[src/rtl/bcd_pkg.sv]
// Shared constants and FSM state type for the BCD-to-binary converter.
package bcd_pkg;
  localparam int         DIGIT_W       = 4;
  localparam int         HUND_W        = 2;
  localparam logic [3:0] BCD_CORR      = 4'd3;
  localparam logic [3:0] BCD_THRESH    = 4'd8;
  localparam logic [3:0] BCD_MAX_DIGIT = 4'd9;

  typedef enum logic [1:0] {IDLE, SHIFT, DONE} state_t;
endpackage

[src/rtl/bcd_digit_corr_dn.sv]
// Reverse double-dabble digit fixup: a nibble that reads 8..15 after a right
// shift had a 10 shifted into it, so pull it back by 3.
module bcd_digit_corr_dn
  import bcd_pkg::*;
(
  input  logic [DIGIT_W-1:0] din,
  output logic [DIGIT_W-1:0] dout
);
  assign dout = (din >= BCD_THRESH) ? din - BCD_CORR : din;
endmodule

[src/rtl/bcd_to_bin_seq.sv]
// Sequential 3-digit BCD to binary converter, one reverse double-dabble
// shift per clock, with digit-error and >255 saturation handling.
module bcd_to_bin_seq
  import bcd_pkg::*;
#(
  parameter int                BIN_W   = 8,
  parameter logic [BIN_W-1:0]  SAT_VAL = 8'hFF
) (
  input  logic              clk,
  input  logic              rst_n,
  input  logic              start,
  input  logic [1:0]        hundred,
  input  logic [3:0]        decade,
  input  logic [3:0]        unit,
  output logic              busy,
  output logic              done,
  output logic [BIN_W-1:0]  bin_out,
  output logic              err_digit,
  output logic              err_ovf
);
  localparam int WORK_W = HUND_W + 2*DIGIT_W + BIN_W;
  localparam int NDIG   = 2;

  state_t                          state_q, state_d;
  logic [WORK_W-1:0]               work, shifted, corr;
  logic [2:0]                      cnt;
  logic                            fin;
  logic                            cap_dig, cap_ovf;
  logic                            dig_bad, ovf;
  logic [7:0]                      low_val;
  logic [NDIG-1:0][DIGIT_W-1:0]    nib_in, nib_out;

  assign shifted = work >> 1;

  // unit nibble at [BIN_W+3:BIN_W], decade nibble directly above it
  for (genvar g = 0; g < NDIG; g++) begin : g_corr
    assign nib_in[g] = shifted[BIN_W + g*DIGIT_W +: DIGIT_W];
    bcd_digit_corr_dn u_corr (.din(nib_in[g]), .dout(nib_out[g]));
  end

  always_comb begin
    corr = shifted;
    for (int g = 0; g < NDIG; g++)
      corr[BIN_W + g*DIGIT_W +: DIGIT_W] = nib_out[g];
  end

  assign dig_bad = (decade > BCD_MAX_DIGIT) || (unit > BCD_MAX_DIGIT);
  assign low_val = {4'd0, decade} * 8'd10 + {4'd0, unit};
  assign ovf     = (hundred == 2'd3) || ((hundred == 2'd2) && (low_val > 8'd55));

  always_comb begin
    state_d = state_q;
    case (state_q)
      IDLE:    if (start) state_d = SHIFT;
      SHIFT:   if (fin)   state_d = DONE;
      DONE:               state_d = IDLE;
      default:            state_d = IDLE;
    endcase
  end

  // fin marks the eighth shift done; the following edge enters DONE and
  // registers the result, giving a fixed nine-edge latency from accept.
  always_ff @(posedge clk) begin
    if (!rst_n) begin
      state_q   <= IDLE;
      work      <= '0;
      cnt       <= '0;
      fin       <= 1'b0;
      cap_dig   <= 1'b0;
      cap_ovf   <= 1'b0;
      bin_out   <= '0;
      err_digit <= 1'b0;
      err_ovf   <= 1'b0;
    end else begin
      state_q <= state_d;
      case (state_q)
        IDLE: if (start) begin
          work    <= {hundred, decade, unit, {BIN_W{1'b0}}};
          cnt     <= '0;
          fin     <= 1'b0;
          cap_dig <= dig_bad;
          cap_ovf <= ovf && !dig_bad;
        end
        SHIFT: if (!fin) begin
          work <= corr;
          cnt  <= cnt + 3'd1;
          if (cnt == 3'(BIN_W-1)) fin <= 1'b1;
        end else begin
          err_digit <= cap_dig;
          err_ovf   <= cap_ovf;
          if (cap_dig)      bin_out <= '0;
          else if (cap_ovf) bin_out <= SAT_VAL;
          else              bin_out <= work[BIN_W-1:0];
        end
        default: ;
      endcase
    end
  end

  assign busy = (state_q != IDLE);
  assign done = (state_q == DONE);
endmodule

[config.mk]
export PLATFORM = sky130hd
export DESIGN_NAME = bcd_to_bin_seq
export DESIGN_NICKNAME = d
export VERILOG_FILES = /design/src/rtl/bcd_pkg.sv /design/src/rtl/bcd_digit_corr_dn.sv /design/src/rtl/bcd_to_bin_seq.sv
export SDC_FILE = /design/constraint.sdc
export NUM_CORES = 1
export LEC_CHECK = 0
export CAP_MARGIN = 5
export CELL_PAD_IN_SITES_DETAIL_PLACEMENT = 1
export CELL_PAD_IN_SITES_GLOBAL_PLACEMENT = 1
export CORE_MARGIN = 5
export CORE_UTILIZATION = 38
export DETAILED_ROUTE_END_ITERATION = 12
export DONT_BUFFER_PORTS = 1
export PLACE_DENSITY = 0.7
export SLEW_MARGIN = 20
export SYNTH_ARGS = -nofsm -noshare
export SYNTH_HDL_FRONTEND = slang
export SYNTH_SLANG_ARGS = --single-unit
[constraint.sdc]
create_clock -name clk -period 3.5 [get_ports clk]
set_input_delay 0.7 -clock clk [delete_from_list [all_inputs] [get_ports clk]]
set_output_delay 0.7 -clock clk [all_outputs]
set_load 0.05 [all_outputs]
==> impl_metrics.toml <==
[run]
drv_cap = 0

[setup_path]
r2r_slack_ps = 1360
path_class = "in2reg"
worstPathArrival_ps = 2970
slowest_delay_ps = 520
start_kind = "input port"
crit_buf_inv = 0
reg2reg_depth = 5
path_common_cell = "ha_1"
path_cells = "ha_1 > ha_1 > fa_1 > nand2_1 > or4_1 > o31ai_1 > a21oi_1 > o311a_1"
crit_slowest_cell = "fa_1"
required_ps = 3670
crit_family = "adder cells"
end_kind = "flop"
r2r-start = "state_q[1]"
critPathMaxFanout = 5
worst-path-stages = 8
r2r-end = "cap_ovf"

[worst_hold_path]
min_from = "cnt[0]"
worstHoldEndpoint = "cnt[0]"
min_path_cells = 1
hp-class = "reg2reg"

[finish]
postLayoutCoreUtil_pct = 42.4
diodes = 0
fill_cells = 567
fin_nets = 247
area_growth_pct = 7.89
drive_gt1_share_pct = 5.91

[clock_tree]
cts-hold-fix-buffers = 0
cts_resized = 0
cts_num_sinks = 36
clockBufferDepth = 2
clk_pin_slew_ps = 70
cts_tree = "yes"
cts_buffers = 5
h-tree-depth = 2
cts_setup_buffers = 0
clk_latency_ps = 290
cts_root_buf = "clkbuf_8"

[power_and_ir_drop]
switching_share_pct = 28.1
ir_worst_vdd_v = 0.000208
share_seq_of_total_power_pct = 49.8
p_per_area_mw_per_mm2 = 448
p_clk_share_pct = 34.1
p_int_mw = 0.645
switchingPower_mw = 0.252
power_leakage_nw = 0.740
combPwrFrac_pct = 16.0

[yosys]
yosysMostFrequentCell = "nor2_1"
yosys_register_bits = 36
synth_top_area_cell = "dfxtp_1"
syn_inst = 222
yosys-top-cells-area = "dfxtp_1, nor2_1, ha_1, a21oi_1, a211oi_1"
avgSynthCellArea_um2 = 8.35
ys.flop_type = "dfxtp_1"
syn-cell-area_mm2 = 0.00185
synth_edf_count = 0
synth_warnings = 0
synth_commonest_cells = "nor2_1, dfxtp_1, a21oi_1, ha_1, a211oi_1"
yosysSeqAreaShare_pct = 38.9
yosysUniqueCellTypes = 36
synth_nets = 250
synthArstFlopShare_pct = 0
synth_top_area_share_pct = 38.9

[global_routing]
grt_pass1_vias = 1586
antenna_found_initial = 0
grt_pass1_wl_um = 7450
grt_max_degree = 24
track_usage_pct = 14.7
grt.overflow.total = 0

[route]
viasPerCell = 5.52
ant_nets = 0
post-route-drc-count = 0
vias = 1583
first_pass_iters = 4
wire_per_inst_um = 15.0
drtIter0Drc = 70
wl_um = 4300

[sta]
drv_slew = 0
tightest_slew_ps = 927
min_period_over_period_pct = 80.0
setup_viol = 0
fin_worst_skew_ps = 7.62
finalSetupTns_ps = 0
fmax_mhz = 357
fin_crit_ps = 2800
hold_viol = 0
relSlewSlack_pct = 38.1
rsz0062_at_grt = "no"

[floorplan]
die_y_um = 79.9
initial_core_util_pct = 39.3
num_rows = 25
core_mm2 = 0.00472
die_x_um = 79.9
io_pins = 25
die_area_mm2 = 0.00638

[place]
portBuffers = 0
place_congestion = 0.810
dp_hpwl_um = 3190

[status]
status = "finished clean"
==> stage by stage <==
stage	hold slack (ps)	instances	total power [mW]	setup slack [ps]	cell area, um^2
finish	480	287	0.897	701	2000
detailed placement	474	279	0.601	406	1910
CTS	488	287	0.913	714	2000
global placement	473	279	0.598	458	1910
global route	521	287	0.951	640	2000
floorplan	444	222	0.570	521	1850
==> layer usage <==
layer  GRT usage, %  wire [um]  up-vias  part of all wire (%)
li1               -          -      775                     -
met1           18.5       2060      777                    48
met2           23.9       1990       24                    46
met3           3.61        178        7                   4.1
met4           6.59         71        0                   1.7
met5              0          0        -                     0
==> cell usage in the layout (no fill, tap or decap), types with 2 or more instances in the layout <==
| cell type | synthesis | final |
|---|---|---|
| inv_1 | 6 | 6 |
| a21oi_1 | 24 | 24 |
| fa_1 | 2 | 2 |
| xnor2_1 | 5 | 5 |
| nor3_1 | 10 | 10 |
| nand3_1 | 2 | 2 |
| or4_1 | 2 | 2 |
| mux2i_1 | 5 | 5 |
| clkbuf_8 | 0 | 6 |
| a211oi_1 | 11 | 11 |
| a22oi_1 | 10 | 10 |
| ha_1 | 13 | 13 |
| nand2b_1 | 2 | 2 |
| buf_4 | 0 | 2 |
| nand2_1 | 7 | 7 |
| o21ai_0 | 6 | 6 |
| dfxtp_1 | 36 | 36 |
| nor2_1 | 45 | 45 |
| nor2b_1 | 8 | 8 |
==> layout make-up <==
class	count	area [um^2]	share of cell area [%]
Clock inverter	1	7.51	0.375
Sequential cell	36	721	36.0
Timing Repair Buffer	2	15.0	0.750
Inverter	7	26.3	1.31
Multi-Input combinational cell	167	1060	53.0
Clock buffer	7	86.3	4.32
Tap cell	67	83.8	4.19
==> cell families after synthesis <==
group	synth area share [%]
DFF	38.9
and+or+nand+nor	19.8
xor gates and xnor gates	2.83
buffers and inverters	3.91
muxes	3.31
adders and majority gates	10.9
AOI/OAI and AO/OA	20.3
==> worst max-delay path by stage <==
| stage | slack (ps) | from | end |
|---|---|---|---|
| 2_1_floorplan | 520 | decade[1] | cap_ovf |
| 3_3_place_gp | 460 | decade[1] | cap_ovf |
| 3_5_place_dp | 410 | decade[1] | cap_ovf |
| 4_1_cts | 710 | decade[1] | cap_ovf |
| 5_1_grt | 640 | decade[1] | cap_ovf |
| 6_report | 700 | decade[1] | cap_ovf |
==> power groups by stage <==
stage	sequential (mW)	combinational [mW]	clock [mW]
after CTS	0.447	0.146	0.320
after floorplan	0.447	0.123	0
after detailed placement	0.457	0.144	0
after global placement	0.456	0.142	0
final	0.447	0.144	0.306
after global routing	0.450	0.163	0.338
==> state kept, by name, summed over array words and instances (netlist names) <==
signal	cells
cap_ovf	1
fin	1
cnt	3
state_q	2
err_digit	1
cap_dig	1
work	18
err_ovf	1
bin_out	8
Power figures use the tool's default switching activity.
